--- config.mk ---
export PLATFORM = sky130hd
export DESIGN_NAME = decoder38_seq
export DESIGN_NICKNAME = d
export VERILOG_FILES = /design/src/rtl/decoder38_seq.sv
export SDC_FILE = /design/constraint.sdc
export NUM_CORES = 1
export LEC_CHECK = 0
export BUFFER_PORTS_ARGS = -buffer_cell sky130_fd_sc_hd__buf_2
export CAP_MARGIN = 20
export CORE_MARGIN = 10
export CORE_UTILIZATION = 59
export CTS_CLUSTER_DIAMETER = 100
export DETAILED_ROUTE_END_ITERATION = 7
export MAX_ROUTING_LAYER = met4
export PLACE_DENSITY_LB_ADDON = 0.2
export SLEW_MARGIN = 5
export SYNTH_ARGS = -nofsm -noshare
export SYNTH_HDL_FRONTEND = slang
export SYNTH_SLANG_ARGS = --single-unit
--- constraint.sdc ---
create_clock -name clk -period 5 [get_ports clk]
set_input_delay 1 -clock clk [delete_from_list [all_inputs] [get_ports clk]]
set_output_delay 1 -clock clk [all_outputs]
set_load 0.01 [all_outputs]
--- src/rtl/decoder38_seq.sv ---
// decoder38_seq: buffered 3-to-8 decoder that replays each code as a
// registered one-hot pulse of PULSE_LEN cycles followed by GAP_LEN zero cycles.
module decoder38_seq #(
    parameter int PULSE_LEN = 2,
    parameter int GAP_LEN   = 1
) (
    input  logic       clk,
    input  logic       rst_n,
    input  logic       i_valid,
    output logic       i_ready,
    input  logic [2:0] i,
    input  logic       en,
    output logic [7:0] y,
    output logic       y_valid,
    output logic       busy,
    output logic [7:0] dec_count
);

    localparam logic [3:0] PULSE_LOAD = 4'(PULSE_LEN - 1);
    localparam logic [3:0] GAP_LOAD   = (GAP_LEN > 0) ? 4'(GAP_LEN - 1) : 4'd0;
    localparam bit         HAS_GAP    = (GAP_LEN > 0);

    typedef enum logic [1:0] {
        IDLE  = 2'd0,
        DRIVE = 2'd1,
        GAP   = 2'd2
    } state_t;

    state_t      state, state_d;
    logic [3:0]  cnt, cnt_d;
    logic [7:0]  y_d;
    logic [7:0]  dcnt_d;

    logic [2:0]  mem [2];
    logic        wr_ptr, rd_ptr;
    logic [1:0]  level;
    logic        full, empty, push, pop;
    logic [7:0]  onehot;

    assign full    = (level == 2'd2);
    assign empty   = (level == 2'd0);
    assign i_ready = !full;
    assign push    = i_valid && !full;
    assign onehot  = 8'd1 << mem[rd_ptr];
    assign busy    = (state != IDLE) || !empty;

    always_ff @(posedge clk or negedge rst_n) begin
        if (!rst_n) begin
            wr_ptr <= 1'b0;
            rd_ptr <= 1'b0;
            level  <= 2'd0;
            mem[0] <= 3'd0;
            mem[1] <= 3'd0;
        end else begin
            if (push) begin
                mem[wr_ptr] <= i;
                wr_ptr      <= !wr_ptr;
            end
            if (pop)
                rd_ptr <= !rd_ptr;
            // Simultaneous push and pop leaves the level unchanged
            if (push && !pop)
                level <= level + 2'd1;
            else if (pop && !push)
                level <= level - 2'd1;
        end
    end

    always_comb begin
        state_d = state;
        cnt_d   = cnt;
        y_d     = y;
        dcnt_d  = dec_count;
        pop     = 1'b0;
        unique case (state)
            IDLE: begin
                y_d = 8'd0;
                if (!empty && en) begin
                    pop     = 1'b1;
                    y_d     = onehot;
                    cnt_d   = PULSE_LOAD;
                    dcnt_d  = dec_count + 8'd1;
                    state_d = DRIVE;
                end
            end
            DRIVE: begin
                if (cnt != 4'd0) begin
                    cnt_d = cnt - 4'd1;
                end else if (HAS_GAP) begin
                    y_d     = 8'd0;
                    cnt_d   = GAP_LOAD;
                    state_d = GAP;
                end else if (!empty && en) begin
                    pop    = 1'b1;
                    y_d    = onehot;
                    cnt_d  = PULSE_LOAD;
                    dcnt_d = dec_count + 8'd1;
                end else begin
                    y_d     = 8'd0;
                    state_d = IDLE;
                end
            end
            GAP: begin
                y_d = 8'd0;
                if (cnt != 4'd0)
                    cnt_d = cnt - 4'd1;
                else
                    state_d = IDLE;
            end
            default: begin
                y_d     = 8'd0;
                state_d = IDLE;
            end
        endcase
    end

    always_ff @(posedge clk or negedge rst_n) begin
        if (!rst_n) begin
            state     <= IDLE;
            cnt       <= 4'd0;
            y         <= 8'd0;
            y_valid   <= 1'b0;
            dec_count <= 8'd0;
        end else begin
            state     <= state_d;
            cnt       <= cnt_d;
            y         <= y_d;
            y_valid   <= (y_d != 8'd0);
            dec_count <= dcnt_d;
        end
    end

endmodule

==> metrics.cfg <==
[status]
outcome = completed

[timing]
fin_setup_tns_ns = 0
final-setup-viol-count = 0
report.final.hold_viol_count = 0
worst_slew_margin_rel = 0.526
tightest_slew_ns = 0.710
finalCritPeriodShare = 0.542
clock-skew-final_ns = 0.00421
grt_setup_unrepaired = no
timing.final.crit_period_ns = 2.71
maxSlewViolCount = 0
fmax_mhz = 369

[logic_synthesis]
postSynthCellCount = 146
synth_area_leaders = dfrtp_1, ha_1, mux2_2
post-synth-top-count-cell = dfrtp_1
post_synth_net_total = 162
synth_enable_flop_cells = 0
post-synth-top-area-fraction = 0.500
yosys.area.top_type = dfrtp_1
synth_seq_cells = 33
ys_top_cells_by_count = dfrtp_1, nand2_1, nor2_1
syn_area_sq_um = 1650
synth_area_per_cell_sq_um = 11.3
yosysSeqAreaShare = 0.500
postSynth.topFlopCell = dfrtp_1
ys_types = 41
synth_warnings = 0
async_set_or_reset_register_ratio_after_synthesis = 1.00

[routing]
dr_vias_cell = 5.85
via_count = 1210
drt-total-wl_um = 3250
drt_drc_violations_left = 0
wl_per_cell_um = 15.7
initialDrtViolationCount = 91
final_antenna_net_count = 0
detailedRoute.firstPassIterationCount = 4

[pwr]
sw_ratio = 0.425
power_leakage_uw = 0.000951
power_density_nw_per_um2 = 601
pwr-share-clk = 0.131
cellInternalPower_uw = 638
peakVddDrop_mv = 0.435
p_switching_uw = 471
pwr-share-comb = 0.440
overall_power_uw = 1110
seq_power_share = 0.428

[layout]
seqCellArea_sq_um = 826
insertedDiodeCount = 0
area_growth_pct = 11.8
fin_nets = 191
fill_cells = 228
drive_gt1_frac = 0.273
cell_area_after_layout_sq_um = 1850
multi_input_area_sq_um = 768

[cts]
htreeDepth = 2
cts.repair.resized = 0
post_cts_setup_repair_buffer_count = 0
clkSinkCount = 33
cts-hold-fix-buffers = 0
clk_pin_slew_worst_paths_ns = 0.10
clock_latency_on_the_worst_skew_pair_ns = 0.34
cts_max_path_buffers = 2
clock_tree_from_tritoncts = built
tritoncts.num_buffers = 5
ctsRootBufferMaster = clkbuf_4

[floorplan]
fp-row-count = 19
die_width_um = 72.9
boundaryPins = 26
die_h_um = 72.9
fp.coreArea_sq_um = 2710
initial_utilization = 0.609
design.die.area_sq_um = 5320

[placement]
dp.final_hpwl_um = 2410
dpl-instance-area_sq_um = 1800
final_gp_congestion = 0.808
port_buffers = 25

[global_routing]
via_count_of_the_first_global_routing_pass = 1119
number_of_antenna_violations_at_the_first_check_in_global_routing = 0
largest_net_degree_at_the_start_of_global_routing = 34
global_route.overflow_total = 0
first_pass_grt_wire_length_um = 5420
grt.total_usage = 0.135

[worst_setup_path]
critical_path.endpoint_type = output port
worstSetupStartpointType = register
critical_path_class = reg -> out
critical_path_peak_fanout = 4
worstPathArrival_ns = 1.71
worst-endpoint-required_ns = 4.00
timing.reg2reg.setup_slack_ns = 3.10

[min_path]
timing.hold.worst.class = reg -> reg

[run]
drv.max_cap_violation_count = 0

-- state kept, by name, indices dropped and copies added, names as in the netlist --
signal,flops
cnt,4
wr_ptr,1
state,2
level,2
dec_count,8
y,8
y_valid,1
mem,6
rd_ptr,1
-- metrics by stage --
| step | util | hold WS, ns | std cells | worst slack [ns] |
|---|---|---|---|---|
| global route | 0.681 | 0.502 | 207 | 2.18 |
| finish | 0.681 | 0.466 | 207 | 2.29 |
| floorplan | - | 0.468 | 146 | 2.87 |
| detailed placement | 0.663 | 0.462 | 199 | 2.67 |
| global placement | 0.663 | 0.453 | 199 | 2.75 |
| CTS | 0.681 | 0.475 | 207 | 2.27 |
-- cell type report --
class                   count  area share
flip-flops and latches     33       0.447
well taps                  31      0.0210
repair buffers             25      0.0678
clock buffers               6      0.0224
clock inverters             2     0.00542
inverters                  10      0.0203
multi-input cells         100       0.416
-- power groups by stage --
stage / Sequential, uW / Combinational (uW) / Clock [uW]
after global placement: 469 / 468 / 0
after detailed placement: 480 / 488 / 0
final: 475 / 489 / 146
after CTS: 474 / 493 / 147
after floorplan: 464 / 370 / 0
after global routing: 490 / 551 / 158
-- routing by layer --
layer / part of all wire / track usage / vias to the layer above
met2: 0.44 / 0.177 / 42
met1: 0.44 / 0.161 / 579
met5: 0 / - / -
met4: 0.026 / 0.0928 / 0
li1: - / - / 578
met3: 0.091 / 0.0599 / 11
-- path summary, 6_finish.rpt --
kind	start	endpoint	cells past startpoint
hold / removal	dec_count[7]$_DFFE_PN0P_	dec_count[7]$_DFFE_PN0P_	1
max in group asynchronous	rst_n	mem[1]$_DFFE_PN0P_	1
setup / recovery	state[0]$_DFFE_PN0P_	busy	5
hold reg to reg	dec_count[7]$_DFFE_PN0P_	dec_count[7]$_DFFE_PN0P_	1
setup reg to reg	state[0]$_DFFE_PN0P_	level[1]$_DFFE_PN0P_	9
min in group asynchronous	rst_n	dec_count[2]$_DFFE_PN0P_	1
-- cell families (layout without fill, tap and decap cells) --
logic type | Yosys count | in the layout | synth area share
XOR/XNOR | 12 | 12 | 0.0636
AND/OR/NAND/NOR | 48 | 48 | 0.164
adder cells (fa/ha/maj) | 9 | 9 | 0.0682
buffers and inverters | 13 | 43 | 0.0348
flip-flops | 33 | 33 | 0.500
multiplexers | 8 | 8 | 0.0538
AO/OA/AOI/OAI | 23 | 23 | 0.116
-- cells in the final DEF, fill, tap and decap left out, drive strengths merged --
| cell | netlist | final |
|---|---|---|
| a211o | 1 | 1 |
| a21oi | 2 | 2 |
| a221o | 1 | 1 |
| a221oi | 1 | 1 |
| a22o | 8 | 8 |
| a31oi | 2 | 2 |
| a32o | 1 | 1 |
| and2b | 1 | 1 |
| and4b | 1 | 1 |
| buf | 2 | 25 |
| clkbuf | 1 | 6 |
| clkinv | 0 | 2 |
| dfrtp | 33 | 33 |
| ha | 9 | 9 |
| inv | 10 | 10 |
| mux2 | 7 | 7 |
| mux2i | 1 | 1 |
| nand2 | 15 | 15 |
| nand2b | 1 | 1 |
| nand3 | 5 | 5 |
| nand4 | 1 | 1 |
| nor2 | 11 | 11 |
| nor2b | 1 | 1 |
| nor3 | 4 | 4 |
| nor3b | 3 | 3 |
| nor4 | 3 | 3 |
| nor4b | 1 | 1 |
| o21ai | 4 | 4 |
| o22ai | 1 | 1 |
| o32ai | 1 | 1 |
| o41ai | 1 | 1 |
| or3 | 1 | 1 |
| xnor2 | 7 | 7 |
| xor2 | 5 | 5 |
-- worst max-delay path, cell delays in order, from the launching register on --
cell and delay, ns:
dfrtp_1 0.44, inv_1 0.12, ha_1 0.24, inv_1 0.10, or3_1 0.32, buf_2 0.15
Power figures use the tool's default switching activity.
